--- config.mk ---
export PLATFORM = sky130hd
export DESIGN_NAME = j_irq_or_flat
export DESIGN_NICKNAME = d
export VERILOG_FILES = /design/src/rtl/j_irq_pkg.sv /design/src/rtl/j_irq_or_if.sv /design/src/rtl/j_or_tree.sv /design/src/rtl/j_irq_or.sv /design/src/flat_wrapper.sv
export SDC_FILE = /design/constraint.sdc
export NUM_CORES = 1
export LEC_CHECK = 0
export BUFFER_PORTS_ARGS = -buffer_cell sky130_fd_sc_hd__buf_2
export CAP_MARGIN = 0
export CORE_MARGIN = 5
export CORE_UTILIZATION = 30
export DETAILED_ROUTE_END_ITERATION = 7
export PLACE_DENSITY = 0.56
export SYNTH_ARGS = -nofsm -noshare
export SYNTH_HDL_FRONTEND = slang
export SYNTH_SLANG_ARGS = --single-unit
export TNS_END_PERCENT = 30
--- constraint.sdc ---
create_clock -name sys_clk -period 2.44 [get_ports sys_clk]
set_input_delay 0.366 -clock sys_clk [delete_from_list [all_inputs] [get_ports sys_clk]]
set_output_delay 0.366 -clock sys_clk [all_outputs]
set_load 0.1 [all_outputs]
--- src/rtl/j_irq_pkg.sv ---
// Shared constants, index width helper and index type for the Jerry IRQ combiner.
package j_irq_pkg;

    localparam int unsigned J_IRQ_N_MAX = 32;

    // Width of a channel index for n channels (never narrower than 1 bit)
    function automatic int unsigned j_idx_w(input int unsigned n);
        if (n <= 2) begin
            return 1;
        end
        return $clog2(n);
    endfunction

    typedef logic [j_idx_w(J_IRQ_N_MAX)-1:0] j_irq_idx_t;

endpackage

--- src/rtl/j_irq_or_if.sv ---
// Request/mask/clear/ack bus between event sources, CPU side and j_irq_or.
interface j_irq_or_if
    import j_irq_pkg::*;
#(
    parameter int unsigned N = 16
);
    localparam int unsigned IDX_W = j_idx_w(N);

    logic [N-1:0]     req;
    logic             mask_wr;
    logic [N-1:0]     mask_din;
    logic             clr_wr;
    logic [N-1:0]     clr_din;
    logic             irq_ack;
    logic [N-1:0]     pend;
    logic [N-1:0]     mask;
    logic             irq;
    logic             sel_valid;
    logic [IDX_W-1:0] sel_idx;

    modport master (
        output req, mask_wr, mask_din, clr_wr, clr_din, irq_ack,
        input  pend, mask, irq, sel_valid, sel_idx
    );

    modport slave (
        input  req, mask_wr, mask_din, clr_wr, clr_din, irq_ack,
        output pend, mask, irq, sel_valid, sel_idx
    );

endinterface

--- src/rtl/j_or_tree.sv ---
// Combinational OR reduction built from alternating nr4/nd4 stages.
// Input is zero-padded to 32 bits (a multiple of 4); zero groups give a
// neutral 1 at the nor stage and a neutral 0 at the nand stage.
module j_or_tree
    import j_irq_pkg::*;
#(
    parameter int unsigned W = 16
) (
    input  logic [W-1:0] din,
    output logic         any_c
);

    logic [J_IRQ_N_MAX-1:0] pad_c;
    logic [7:0]             nr_c;
    logic [1:0]             nd_c;
    logic                   top_nr_c;

    // nr4 -> nd4 -> nr4 -> inv reduction of the padded vector
    always_comb begin
        pad_c        = '0;
        pad_c[W-1:0] = din;
        for (int g = 0; g < 8; g++) begin
            nr_c[g] = ~|pad_c[4*g +: 4];
        end
        for (int h = 0; h < 2; h++) begin
            nd_c[h] = ~&nr_c[4*h +: 4];
        end
        top_nr_c = ~|{2'b00, nd_c};
        any_c    = ~top_nr_c;
    end

endmodule

--- src/rtl/j_irq_or.sv ---
// Registered N-channel interrupt combiner: sticky pending, mask, OR-reduced
// irq and lowest-index selection for acknowledge.
// Build option: JIRQ_EDGE_DETECT_EN selects rising-edge request capture;
// otherwise requests are level sensitive.
module j_irq_or
    import j_irq_pkg::*;
#(
    parameter int unsigned N = 16
) (
    input  logic      sys_clk,
    input  logic      resetl,
    j_irq_or_if.slave bus
);

    localparam int unsigned IDX_W = j_idx_w(N);

    logic [N-1:0]     set_c;
    logic [N-1:0]     ack_hot_c;
    logic [N-1:0]     clr_c;
    logic [N-1:0]     pend_next_c;
    logic [N-1:0]     active_c;
    logic             any_c;
    j_irq_idx_t       low_idx_c;

    logic [N-1:0]     pend_q;
    logic [N-1:0]     mask_q;
    logic             irq_q;
    logic             sel_valid_q;
    logic [IDX_W-1:0] sel_idx_q;

`ifdef JIRQ_EDGE_DETECT_EN
    logic [N-1:0] req_q;

    // Previous request levels, so a held request sets pending only once
    always_ff @(posedge sys_clk) begin
        if (!resetl) begin
            req_q <= '0;
        end else begin
            req_q <= bus.req;
        end
    end

    assign set_c = bus.req & ~req_q;
`else
    assign set_c = bus.req;
`endif

    // Ack clears the channel already registered on sel_idx, never a fresh pick
    always_comb begin
        ack_hot_c = '0;
        if (bus.irq_ack && sel_valid_q) begin
            ack_hot_c = N'(1) << sel_idx_q;
        end
    end

    assign clr_c       = ({N{bus.clr_wr}} & bus.clr_din) | ack_hot_c;
    assign pend_next_c = set_c | (pend_q & ~clr_c);
    assign active_c    = pend_q & mask_q;

    j_or_tree #(
        .W (N)
    ) u_or_tree (
        .din   (active_c),
        .any_c (any_c)
    );

    // Lowest set bit of masked pending; 0 when nothing is active
    always_comb begin
        low_idx_c = '0;
        for (int i = int'(N) - 1; i >= 0; i--) begin
            if (active_c[i]) begin
                low_idx_c = j_irq_idx_t'(i);
            end
        end
    end

    // Pending, mask and registered irq/selection state
    always_ff @(posedge sys_clk) begin
        if (!resetl) begin
            pend_q      <= '0;
            mask_q      <= '0;
            irq_q       <= 1'b0;
            sel_valid_q <= 1'b0;
            sel_idx_q   <= '0;
        end else begin
            pend_q      <= pend_next_c;
            if (bus.mask_wr) begin
                mask_q <= bus.mask_din;
            end
            irq_q       <= any_c;
            sel_valid_q <= any_c;
            sel_idx_q   <= IDX_W'(low_idx_c);
        end
    end

    assign bus.pend      = pend_q;
    assign bus.mask      = mask_q;
    assign bus.irq       = irq_q;
    assign bus.sel_valid = sel_valid_q;
    assign bus.sel_idx   = sel_idx_q;

endmodule

--- src/flat_wrapper.sv ---
// flat-port wrapper written by rule: the top's interface ports become plain ports
module j_irq_or_flat import j_irq_pkg::*;
#(
    parameter int unsigned N = 16
)
  (sys_clk, resetl, bus_req, bus_mask_wr, bus_mask_din, bus_clr_wr, bus_clr_din, bus_irq_ack, bus_pend, bus_mask, bus_irq, bus_sel_valid, bus_sel_idx);
  j_irq_or_if #(.N(N)) bus_i ();
  input  logic sys_clk;
  input  logic resetl;
  input wire logic [$bits(bus_i.req)-1:0] bus_req;
  input wire logic [$bits(bus_i.mask_wr)-1:0] bus_mask_wr;
  input wire logic [$bits(bus_i.mask_din)-1:0] bus_mask_din;
  input wire logic [$bits(bus_i.clr_wr)-1:0] bus_clr_wr;
  input wire logic [$bits(bus_i.clr_din)-1:0] bus_clr_din;
  input wire logic [$bits(bus_i.irq_ack)-1:0] bus_irq_ack;
  output wire logic [$bits(bus_i.pend)-1:0] bus_pend;
  output wire logic [$bits(bus_i.mask)-1:0] bus_mask;
  output wire logic [$bits(bus_i.irq)-1:0] bus_irq;
  output wire logic [$bits(bus_i.sel_valid)-1:0] bus_sel_valid;
  output wire logic [$bits(bus_i.sel_idx)-1:0] bus_sel_idx;
  assign bus_i.req = bus_req;
  assign bus_i.mask_wr = bus_mask_wr;
  assign bus_i.mask_din = bus_mask_din;
  assign bus_i.clr_wr = bus_clr_wr;
  assign bus_i.clr_din = bus_clr_din;
  assign bus_i.irq_ack = bus_irq_ack;
  assign bus_pend = bus_i.pend;
  assign bus_mask = bus_i.mask;
  assign bus_irq = bus_i.irq;
  assign bus_sel_valid = bus_i.sel_valid;
  assign bus_sel_idx = bus_i.sel_idx;
  j_irq_or #(.N(N)) u_core (.sys_clk(sys_clk), .resetl(resetl), .bus(bus_i));
endmodule
**Yosys cells after proc, flatten, opt, wreduce, memory -nomap -nowiden**

Index checks and enable logic that the tools add are counted.

- Register bits after elaboration: 37
- Bits of input ports: 53
- Output and inout bits: 38

- Shifts and indexed selects: 1
- Mux-type cells: 16
- Bitwise operators: 8
- Reductions and logical operators: 14

Operators with widths:

| operator | count |
|---|---|
| $and A16 B16 Y16 | 3 |
| $mux W4 | 8 |
| $or A16 B16 Y16 | 2 |
| $mux W16 | 1 |
| $not A16 Y16 | 1 |
| $reduce_or A4 Y1 | 4 |
| $shl A1 B4 Y16 const A | 1 |
| $mux W3 | 4 |
| $reduce_or A9 Y1 | 1 |
| $reduce_or A5 Y1 | 1 |
| $logic_not A1 Y1 | 4 |
| $mux W2 | 2 |
| $reduce_and A4 Y1 | 1 |
| $reduce_or A3 Y1 | 1 |
| $not A1 Y1 | 2 |
| $reduce_or A2 Y1 | 1 |
| $logic_and A1 B1 Y1 | 1 |
| $mux W1 | 1 |

**Logic depth before layout (Yosys ltp)**

Gate-level depths: netlist of run 1.

- Depth after elaboration: 16
- Mapped depth: 6
- Gate-level depth less buffers: 4

**Modules after synthesis**

Synthesis of run 1 repeated with hierarchy kept, for this count alone.

- Cells, all modules: 209
- Area, all modules: 1766.7 µm²

By module, submodules not included:

| module | times used | cells an instance | area each (µm²) | seq. area each (µm²) |
|---|---|---|---|---|
| j_irq_or | 1 | 204 | 1735.4 | 740.7 |
| j_or_tree | 1 | 5 | 31.3 | 0.0 |

**Worst setup path after synthesis of run 1**

Ideal clock, no wire load.

- Path type: reg-to-reg
- Start point: reg u_core.bus.irq (netlist name)
- End point: reg u_core.pend_q[13], in the netlist u_core.bus.pend[13]
- Data arrival time: 1.853 ns
- Required time: 2.325 ns
- Slack: 0.472 ns
- Stages on the path, launching flop included: 5
- Path buffers: 0
- Path through: dfxtp_1 nand2_1 nor3b_1 a31oi_1 o21a_1

RTL lines:

| what | line | RTL |
|---|---|---|
| end signal: assignment | j_irq_or.sv:86 | `pend_q <= pend_next_c;` |
| end: declaration | j_irq_or.sv:25 | `logic [N-1:0] pend_q;` |

**Worst setup path in the final report of run 1**

- Start point: reg u_core.sel_idx_q[2], in the netlist u_core.bus.sel_idx[2]
- End point: out bus_sel_idx[2]

RTL lines:

| what | line | RTL |
|---|---|---|
| start: declaration | j_irq_or.sv:29 | `logic [IDX_W-1:0] sel_idx_q;` |
| start signal: assignment | j_irq_or.sv:92 | `sel_idx_q <= IDX_W'(low_idx_c);` |
| end: declaration | flat_wrapper.sv:20 | `output wire logic [$bits(bus_i.sel_idx)-1:0] bus_sel_idx;` |

No word-level cell between the ends.

==> results of run 1 <==
[cells in the final DEF (no fill, tap or decap), types with 2 or more instances in the layout]
cell,synthesis,final
a21oi_1,14,14
a22o_1,2,2
a22oi_1,5,5
a31oi_1,5,5
buf_2,4,90
clkbuf_8,0,5
clkinv_2,0,2
dfxtp_1,37,37
mux2i_1,16,16
nand2_1,43,43
nand3_1,5,5
nand4_1,3,3
nor2_1,3,3
nor2b_1,19,19
nor3b_1,3,3
o211ai_1,2,2
o21a_1,15,15
[cell type report]
cell class / count / area, um^2 / share of cell area
repair buffers: 91 / 457.9 / 0.2019
well taps: 72 / 90.09 / 0.03971
clock inverters: 2 / 10.01 / 0.004413
flip-flops and latches: 37 / 740.7 / 0.3265
clock buffers: 6 / 72.57 / 0.03199
multi-input cells: 146 / 897.1 / 0.3955
[sequential cells by signal (all words and copies together) (netlist names)]
| signal | cells |
|---|---|
| u_core.bus.irq | 1 |
| u_core.bus.mask | 16 |
| u_core.bus.pend | 16 |
| u_core.bus.sel_idx | 4 |
[layer usage]
metal / routed length (um) / share of wire
met3: 514 / 0.096
met4: 61 / 0.011
met2: 2388 / 0.45
met1: 2384 / 0.45
met5: 0 / 0
[worst reg2reg max path: stages, from the launching register on]
cell	delay, ns
dfxtp_1	0.38
nand2_1	0.10
nor3b_1	0.51
a31oi_1	0.16
o21a_1	0.18
[power by group through the flow]
stage / clock network, mW / registers [mW] / logic [mW]
5_1_grt: 0.457 / 0.706 / 0.596
3_5_place_dp: 0 / 0.712 / 0.570
4_1_cts: 0.430 / 0.698 / 0.571
2_1_floorplan: 0 / 1.01 / 0.142
3_3_place_gp: 0 / 0.710 / 0.568
6_report: 0.415 / 0.698 / 0.566
[metrics by stage]
stage	util	cells	hold WS (ns)	setup WS, ns
6_report	0.4145	354	0.2773	0.8155
5_1_grt	0.4145	354	0.2806	0.7422
4_1_cts	0.4145	354	0.2714	0.7959
3_5_place_dp	0.3994	346	0.5068	0.9660
3_3_place_gp	0.3994	346	0.5034	0.9769
2_1_floorplan	-	192	0.4898	0.4725
[worst max path at each step]
| stage | to | startpoint | slack [ns] |
|---|---|---|---|
| after global routing | bus_sel_idx[2] | u_core.bus.sel_idx[2]$_SDFF_PP0_ | 0.74 |
| after floorplan | u_core.bus.pend[13]$_SDFF_PN0_ | u_core.bus.irq$_SDFF_PN0_ | 0.47 |
| final | bus_sel_idx[2] | u_core.bus.sel_idx[2]$_SDFF_PP0_ | 0.82 |
| after global placement | u_core.bus.pend[7]$_SDFF_PN0_ | bus_irq_ack | 0.98 |
| after detailed placement | u_core.bus.pend[7]$_SDFF_PN0_ | bus_irq_ack | 0.97 |
| after CTS | bus_sel_idx[2] | u_core.bus.sel_idx[2]$_SDFF_PP0_ | 0.80 |
[kinds of logic (layout without fill, tap and decap cells)]
logic type | count (synthesis) | count (layout) | synth area share
AOI/OAI and AO/OA | 50 | 50 | 0.2085
buffers and inverters | 9 | 99 | 0.02532
DFF | 37 | 37 | 0.4408
muxes | 16 | 16 | 0.09531
and+or+nand+nor | 80 | 80 | 0.2301
==> run_results.csv, run 1 <==
group,metric,value,unit
critical_path,crit_buf_inv,1,
drt,dr.first_iter.drc_count,90,
critical_path,path_depth,1,
logic_synthesis,synthTopCellsByArea,"dfxtp_1 44%, nand2_1 9.6%, mux2i_1 9.5%, nor2b_1 7.1%, o21a_1 6.7%",
layout,final_layout_size_suffix_gt1_frac,0.3546,
logic_synthesis,synth.largest_area_cell,"dfxtp_1",
floorplanning,start_util,0.3070,
power_and_ir_drop,seq_power_share,0.416,
logic_synthesis,postSynthCellCount,192,
logic_synthesis,synth-edff-count,0,
cts,clock_path_buffers,2,
timing,finalSetupTns,0,ns
critical_path,worst_r2r_endpoint,"u_core.bus.pend[13]$_SDFF_PN0_",
cts,hold_buffers,0,
grt,met2_usage,0.2427,
timing,report.final.slew_viol_count,0,
grt,track_usage,0.1513,
power_and_ir_drop,intPower,0.9701,mW
power_and_ir_drop,cellLeakagePower,1.112,nW
logic_synthesis,synth_top_area_share,0.4408,
timing,max_freq,615.6,MHz
drt,dr.pass1.iters,5,
timing,layout_min_cycle_time,1.624,ns
critical_path,crit_type,"register to output pin",
logic_synthesis,ys_top_cells_by_count,"43 x nand2_1, 37 x dfxtp_1, 19 x nor2b_1",
cts,cts_tree,"built",
grt,grt_pass1_wl,8514,um
critical_path,cp_data_arrival_time,1.26,ns
critical_path,slowest_delay,0.49,ns
hold_path,hold_end,"u_core.bus.pend[10]$_SDFF_PN0_",
power_and_ir_drop,clock_power_share,0.247,
cts,clk_pin_slew_worst_paths,0.08,ns
logic_synthesis,ys_seq_area_frac,0.4408,
critical_path,cp_top_family,"buffers and inverters",
power_and_ir_drop,p_comb_frac,0.337,
grt,grt_busiest_layer,"met2",
timing,slew_headroom,0.6204,
logic_synthesis,netlist_area,1680,um^2
logic_synthesis,yosysWarnings,0,
grt,grtUsageMet1,0.1924,
logic_synthesis,ys.flop_type,"dfxtp_1",
logic_synthesis,syn_area_per_cell,8.752,um^2
cts,ctsResizeCount,0,
logic_synthesis,synthArstFlopShare,0,
timing,clock_skew,0.007543,ns
place,place_congestion,0.8417,
power_and_ir_drop,p_per_area,740.3,nW/um^2
floorplanning,die-area,7198,um^2
floorplanning,coreArea,5473,um^2
layout,postLayoutCellArea,2268,um^2
critical_path,crit_chain,"buf_2",
critical_path,reg2reg_depth,4,
logic_synthesis,ys_seq_elements,37,
timing,rsz0062_at_grt,"false",
power_and_ir_drop,p_sw_frac,0.4223,
cts,cts_setup_buffers,0,
outcome,status,"finished, final reports clean",
power_and_ir_drop,power,1.679,mW
timing,finalHoldViolCount,0,
power_and_ir_drop,netSwitchingPower,0.7092,mW
layout,fillers,607,
place,postPlaceCellArea,2186,um^2
timing,setup_viol,0,
drt,ant_nets,0,
critical_path,endpoint_kind,"output pin",
layout,num_antenna_cells,0,
grt,grt_use_met3,0.05340,
cts,cts-buffers-inserted,5,
grt,grt_max_degree,25,
drt,drcViolationCount,0,
cts,cts_root_buf,"clkbuf_8",
critical_path,crit_fanout,8,
critical_path,r2r_slack,1.02,ns
logic_synthesis,yosysMostFrequentCell,"nand2_1",
critical_path,reg2reg_from,"u_core.bus.irq$_SDFF_PN0_",
logic_synthesis,syn_nets,245,
timing,fin_crit_sh,0.6658,
drt,via_per_inst,4.833,
grt,grt_pass1_vias,1720,
layout,fin_nets,334,
hold_path,hp-start,"bus_req[10]",
place,dp_hpwl,4253,um
floorplanning,die_y,84.84,um
floorplanning,die_w,84.84,um
power_and_ir_drop,ir_drop,0.2560,mV
place,io_buffer_count,90,
layout,syn_to_final_growth,35.00,%
grt,grt_remaining_overflow,0,
cts,cts.sinks,37,
floorplanning,io_pins,91,
grt,antenna_found_initial,0,
drt,wire_per_inst,15.11,um
drt,vias,1711,
cts,htree_num_levels,2,
drt,wirelength,5349,um
critical_path,cp.required,2.07,ns
floorplanning,rows,27,
cts,clock_latency,0.29,ns
hold_path,hp-class,"input pin to register",
run,maxCapViolations,0,
critical_path,start_kind,"register",
critical_path,slowest_stage,"buf_2",
hold_path,hold_depth,2,
timing,worst_slew_pin_slew,0.5682,ns
logic_synthesis,synth.distinct_cells,28,
(Power assumes the default switching activity.)
==> inputs of run 2 (changes only) <==
--- a/config.mk
+++ b/config.mk
@@ -5,12 +5,13 @@
 export SDC_FILE = /design/constraint.sdc
 export NUM_CORES = 1
 export LEC_CHECK = 0
+export ABC_AREA = 1
 export BUFFER_PORTS_ARGS = -buffer_cell sky130_fd_sc_hd__buf_2
 export CAP_MARGIN = 0
 export CORE_MARGIN = 5
 export CORE_UTILIZATION = 30
 export DETAILED_ROUTE_END_ITERATION = 7
-export PLACE_DENSITY = 0.56
+export PLACE_DENSITY = 0.59
 export SYNTH_ARGS = -nofsm -noshare
 export SYNTH_HDL_FRONTEND = slang
 export SYNTH_SLANG_ARGS = --single-unit
==> constraint.sdc (replaced) <==
create_clock -name sys_clk -period 1.37 [get_ports sys_clk]
set_input_delay 0.2055 -clock sys_clk [delete_from_list [all_inputs] [get_ports sys_clk]]
set_output_delay 0.2055 -clock sys_clk [all_outputs]
set_load 0.1 [all_outputs]
==> run 2 against run 1 <==
  * Core utilization rose by 3.1 points
  * Cell count rose by 9.6%
  * Non-clock buffer count rose by 4
  * Combinational power rose by 91%
  * Cell area rose by 0.22%
  * Sequential share of layout area rose by 2.8 points
  * Highest routed layer unchanged
==> run_results.csv, run 2 <==
group,metric,value,unit
timing,report.final.slew_viol_count,0,
drt,dr.first_iter.drc_count,66,
hold_path,hold_end,"u_core.bus.pend[9]$_SDFF_PN0_",
timing,layout_min_cycle_time,1.328,ns
logic_synthesis,yosysWarnings,0,
logic_synthesis,syn_nets,276,
critical_path,cp_data_arrival_time,1.12,ns
grt,grt_use_met3,0.05531,
power_and_ir_drop,p_per_area,1351,nW/um^2
critical_path,reg2reg_from,"u_core.bus.pend[15]$_SDFF_PN0_",
timing,clock_skew,0.005989,ns
power_and_ir_drop,power,3.072,mW
timing,worst_hold_slack,0.1178,ns
critical_path,reg2reg_depth,16,
floorplanning,io_pins,91,
grt,grt_pass1_wl,8562,um
logic_synthesis,ys_seq_elements,37,
critical_path,crit_fanout,6,
hold_path,hold_depth,3,
layout,multi_input_area,774.5,um^2
critical_path,slowest_stage,"buf_2",
cts,cts_tree,"built",
logic_synthesis,yosysMostFrequentCell,"nand2_1",
cts,clk_pin_slew_worst_paths,0.07,ns
grt,grt_max_degree,17,
logic_synthesis,ys.flop_type,"dfxtp_1",
outcome,status,"finished, final reports clean",
timing,rsz0062_at_grt,"true",
logic_synthesis,synthTopCellsByArea,"dfxtp_1 47%, nand2_1 14%, nor2_1 12%, o21ai_0 6.0%, a31oi_1 4.8%",
grt,grt_pass1_vias,1736,
layout,postLayoutCellArea,2273,um^2
layout,ff_latch_area,807.0,um^2
timing,slew_headroom,0.6685,
critical_path,endpoint_kind,"output pin",
floorplanning,rows,26,
timing,max_freq,752.9,MHz
layout,num_antenna_cells,0,
layout,final_cells,388,
timing,fin_crit_sh,0.9695,
layout,final_util,0.4451,
cts,cts.sinks,37,
timing,timing.final.ws_setup,0.04179,ns
drt,vias,1819,
grt,antenna_found_initial,0,
layout,fin_nets,370,
grt,grt_remaining_overflow,0,
timing,finalHoldViolCount,0,
grt,track_usage,0.1694,
logic_synthesis,synth-edff-count,0,
layout,layout_common_cells,"90 x buf_2, 55 x nand2_1, 51 x nor2_1, 29 x dfxtp_2, 19 x o21ai_0",
drt,dr.pass1.iters,4,
logic_synthesis,ys_seq_area_frac,0.4706,
cts,clock_latency,0.29,ns
drt,drcViolationCount,0,
floorplanning,die-area,6796,um^2
cts,htree_num_levels,2,
critical_path,slowest_delay,0.45,ns
critical_path,crit_chain,"buf_2",
layout,final_layout_size_suffix_gt1_frac,0.4591,
drt,ant_nets,0,
critical_path,worst_r2r_endpoint,"u_core.bus.sel_idx[0]$_SDFF_PP0_",
drt,wirelength,5405,um
timing,setup_viol,0,
place,place_congestion,0.8036,
logic_synthesis,ys_top_cells_by_count,"57 x nand2_1, 51 x nor2_1, 37 x dfxtp_1",
cts,clock_path_buffers,2,
hold_path,hp-start,"bus_req[9]",
floorplanning,die_w,82.44,um
power_and_ir_drop,cellLeakagePower,1.165,nW
logic_synthesis,synth_top_area_share,0.4706,
hold_path,hp-class,"input pin to register",
critical_path,start_kind,"register",
grt,grt_busiest_layer,"met2",
run,maxCapViolations,0,
timing,worst_slew_pin_slew,0.5007,ns
critical_path,r2r_slack,0.15,ns
timing,finalSetupTns,0,ns
critical_path,cp.required,1.16,ns
logic_synthesis,netlist_area,1574,um^2
critical_path,crit_type,"register to output pin",
floorplanning,start_util,0.3082,
place,io_buffer_count,90,
logic_synthesis,synthArstFlopShare,0,
drt,via_per_inst,4.688,
cts,cts_root_buf,"clkbuf_8",
place,dp_hpwl,4272,um
layout,syn_to_final_growth,44.44,%
logic_synthesis,synth.distinct_cells,20,
critical_path,cp_top_family,"buffers and inverters",
layout,layout_commonest_cell,"buf_2",
logic_synthesis,syn_area_per_cell,7.058,um^2
logic_synthesis,synth.largest_area_cell,"dfxtp_1",
critical_path,crit_buf_inv,1,
grt,met2_usage,0.2564,
grt,grtUsageMet1,0.2256,
cts,cts-buffers-inserted,5,
logic_synthesis,postSynthCellCount,223,
place,dp_cells,380,
place,postPlaceCellArea,2181,um^2
floorplanning,die_y,82.44,um
floorplanning,coreArea,5107,um^2
drt,wire_per_inst,13.93,um
power_and_ir_drop,ir_drop,0.6047,mV
layout,fillers,558,
cts,cts_setup_buffers,0,
place,place_ws,0.1401,ns
-- run 2: worst reg2reg max path: stages, from the launching register on --
cell	delay, ns
dfxtp_4	0.36
nand2_4	0.05
inv_2	0.04
nand2_1	0.04
nand2_1	0.05
nand2_1	0.04
nand2_1	0.05
nand2_1	0.05
nand2_1	0.05
nand2_1	0.04
nand2_1	0.05
nand2_1	0.04
nand2_1	0.05
nand2_1	0.05
nand2_1	0.06
nand2_2	0.05
a21oi_2	0.09
-- run 2: area by class of cell --
type                       instances  area share
timing repair buffer              95      0.2146
multi-input combinational        169      0.3407
inverter                           9     0.01486
sequential                        37      0.3550
tap                               70     0.03853
clock inverter                     2    0.004403
clock buffer                       6     0.03192
-- run 2: worst max path at each step --
stage	from	end	slack, ns	cells after the start
finish	u_core.bus.sel_idx[0]$_SDFF_PP0_	bus_sel_idx[0]	0.04	1
global route	u_core.bus.mask[15]$_SDFFE_PN0P_	u_core.bus.sel_idx[0]$_SDFF_PP0_	-0.02	16
CTS	u_core.bus.sel_idx[0]$_SDFF_PP0_	bus_sel_idx[0]	0.03	1
detailed placement	u_core.bus.pend[15]$_SDFF_PN0_	u_core.bus.sel_idx[0]$_SDFF_PP0_	0.14	16
global placement	u_core.bus.pend[15]$_SDFF_PN0_	u_core.bus.sel_idx[0]$_SDFF_PP0_	0.17	16
floorplan	u_core.bus.mask[13]$_SDFFE_PN0P_	u_core.bus.sel_idx[0]$_SDFF_PP0_	-0.11	14
-- run 2: metal layers --
metal / wire, um / part of all wire / vias to the layer above
li1: - / - / 927
met1: 2446 / 0.45 / 817
met2: 2396 / 0.44 / 66
met3: 459 / 0.085 / 9
met4: 103 / 0.019 / 0
met5: 0 / 0 / -
-- run 2: cells by family (layout without fill, tap and decap cells) --
family / count (synthesis) / after routing / share of synthesized area
compound gates: 48 / 48 / 0.1781
buf+inv: 17 / 112 / 0.04372
flops: 37 / 37 / 0.4706
simple gates: 121 / 121 / 0.3076
-- run 2: what timing repair did --
| item | 4_1_cts | 5_1_grt |
|---|---|---|
| hold buffers | 0 | 0 |
| resized for setup | 0 | 4 |
| endpoints found under the setup margin | 0 | 1 |
-- run 2: where the power goes --
group	internal, mW	switching [mW]
combinational	0.210	0.872
clock	0.352	0.377
sequential	1.18	0.0851
==> inputs of run 3 (changes only) <==
--- a/config.mk
+++ b/config.mk
@@ -11,7 +11,8 @@
 export CORE_MARGIN = 5
 export CORE_UTILIZATION = 30
 export DETAILED_ROUTE_END_ITERATION = 7
-export PLACE_DENSITY = 0.59
+export PLACE_DENSITY = 0.56
+export SKIP_CTS_REPAIR_TIMING = 1
 export SYNTH_ARGS = -nofsm -noshare
 export SYNTH_HDL_FRONTEND = slang
 export SYNTH_SLANG_ARGS = --single-unit
==> constraint.sdc (replaced) <==
create_clock -name sys_clk -period 1.24 [get_ports sys_clk]
set_input_delay 0.186 -clock sys_clk [delete_from_list [all_inputs] [get_ports sys_clk]]
set_output_delay 0.186 -clock sys_clk [all_outputs]
set_load 0.1 [all_outputs]
==> run 3 against run 2 <==
  * Highest routed layer unchanged
  * Wire length up 1.6%
  * Hold slack lost 0.013 ns
  * Flip-flop and latch count did not move
  * Critical endpoint is now u_core.bus.sel_idx[0]$_SDFF_PP0_
  * Critical path depth grew 15
==> run_results.csv, run 3 (same netlist as run 2, synthesis figures left out) <==
group,metric,value,unit
timing,rsz0062_at_grt,"true",
power_and_ir_drop,ir_drop,0.7053,mV
drt,ant_nets,0,
timing,report.final.slew_viol_count,0,
grt,grt_pass1_wl,8825,um
drt,wire_per_inst,13.93,um
cts,clock_path_buffers,2,
critical_path,cp_data_arrival_time,1.40,ns
floorplanning,rows,26,
layout,num_antenna_cells,0,
cts,cts.sinks,37,
timing,setup_viol,0,
floorplanning,io_pins,91,
grt,antenna_found_initial,0,
drt,drcViolationCount,0,
layout,fin_nets,376,
power_and_ir_drop,cellLeakagePower,1.358,nW
place,io_buffer_count,90,
floorplanning,die_w,82.44,um
drt,wirelength,5490,um
grt,grt_max_degree,18,
timing,clock_skew,0.006461,ns
critical_path,crit_type,"register to register",
floorplanning,die_y,82.44,um
cts,cts-buffers-inserted,5,
layout,layout_commonest_cell,"nand2_1",
power_and_ir_drop,power,3.834,mW
grt,track_usage,0.1741,
timing,slew_headroom,0.7739,
cts,clock_latency,0.29,ns
place,place_congestion,0.8743,
layout,syn_to_final_growth,87.92,%
floorplanning,start_util,0.3082,
cts,cts_root_buf,"clkbuf_8",
drt,vias,1811,
critical_path,cp.required,1.41,ns
drt,dr.first_iter.drc_count,77,
run,maxCapViolations,0,
layout,final_cells,394,
timing,fin_crit_sh,0.9886,
timing,worst_slew_pin_slew,0.3391,ns
hold_path,hp-class,"input pin to register",
place,dp_cells,385,
hold_path,hold_depth,3,
grt,grt_pass1_vias,1851,
grt,grt_remaining_overflow,0,
timing,layout_min_cycle_time,1.226,ns
place,dp_hpwl,4393,um
critical_path,crit_fanout,2,
timing,finalHoldViolCount,0,
critical_path,endpoint_kind,"register",
drt,via_per_inst,4.596,
outcome,status,"finished, final reports clean",
power_and_ir_drop,p_per_area,1296,nW/um^2
cts,cts_tree,"built",
layout,final_layout_size_suffix_gt1_frac,0.4938,
timing,worst_hold_slack,0.1051,ns
cts,clk_pin_slew_worst_paths,0.07,ns
floorplanning,die-area,6796,um^2
floorplanning,coreArea,5107,um^2
timing,finalSetupTns,0,ns
cts,htree_num_levels,2,
critical_path,reg2reg_depth,16,
layout,layout_common_cells,"56 x nand2_1, 52 x buf_2, 50 x nor2_1, 38 x buf_12, 22 x dfxtp_2",
critical_path,start_kind,"register",
timing,max_freq,815.8,MHz
drt,dr.pass1.iters,4,
layout,fillers,482,
-- run 3: cell count changes in the layout (fill, tap and decap cells not counted), moves of 2 or more --
cell / delta
nor3_4: +2
inv_1: -3
buf_2: -38
inv_2: +3
buf_12: +38
nor3_1: -5
nor3_2: +3
buf_4: +5
clkinv_2: -2
dfxtp_2: -7
dfxtp_4: +7
-- run 3: per-stage QoR --
stage | cell area, um^2 | setup WS, ns | utilization
after floorplan | 1678 | -0.1641 | -
after global placement | 2826 | 0.04223 | 0.5534
after detailed placement | 2826 | 0.01596 | 0.5534
after CTS | 2917 | 0.005238 | 0.5710
after global routing | 2958 | -0.1373 | 0.5791
final | 2958 | 0.01418 | 0.5791
-- run 3: routing by layer --
metal,vias up,wire [um],track usage
met5,-,0,0
met4,0,82,0.05482
met3,5,427,0.05206
met2,61,2666,0.2933
met1,806,2313,0.2117
li1,939,-,-
-- run 3: critical path: stages, from the launching register on --
cell     delay (ns)
dfxtp_4        0.34
nand2_2        0.07
inv_2          0.03
nand2_1        0.04
nand2_1        0.04
nand2_1        0.05
nand2_1        0.04
nand2_1        0.05
nand2_1        0.04
nand2_1        0.05
nand2_1        0.05
nand2_1        0.05
nand2_1        0.05
nand2_1        0.05
nand2_1        0.05
nand2_1        0.06
a21oi_2        0.05
-- run 3: power breakdown --
group	leakage [nW]	internal, mW	switching (mW)
combinational	0.990	0.557	0.991
clock	0.0455	0.453	0.399
sequential	0.323	1.29	0.140
-- run 3: cell type report --
cell class | instances | area, um^2 | share of cell area
multi-input cells | 169 | 814.5 | 0.2754
clock buffers | 8 | 90.09 | 0.03046
well taps | 70 | 87.58 | 0.02961
inverters | 9 | 33.78 | 0.01142
repair buffers | 101 | 1107 | 0.3744
flip-flops and latches | 37 | 824.5 | 0.2788
-- run 3: final timing paths --
check	start	end	slack, ns
max	u_core.bus.mask[15]$_SDFFE_PN0P_	u_core.bus.sel_idx[0]$_SDFF_PP0_	0.01
min reg2reg	u_core.bus.mask[0]$_SDFFE_PN0P_	u_core.bus.mask[0]$_SDFFE_PN0P_	0.53
min	bus_req[8]	u_core.bus.pend[8]$_SDFF_PN0_	0.11
max reg2reg	u_core.bus.mask[15]$_SDFFE_PN0P_	u_core.bus.sel_idx[0]$_SDFF_PP0_	0.01
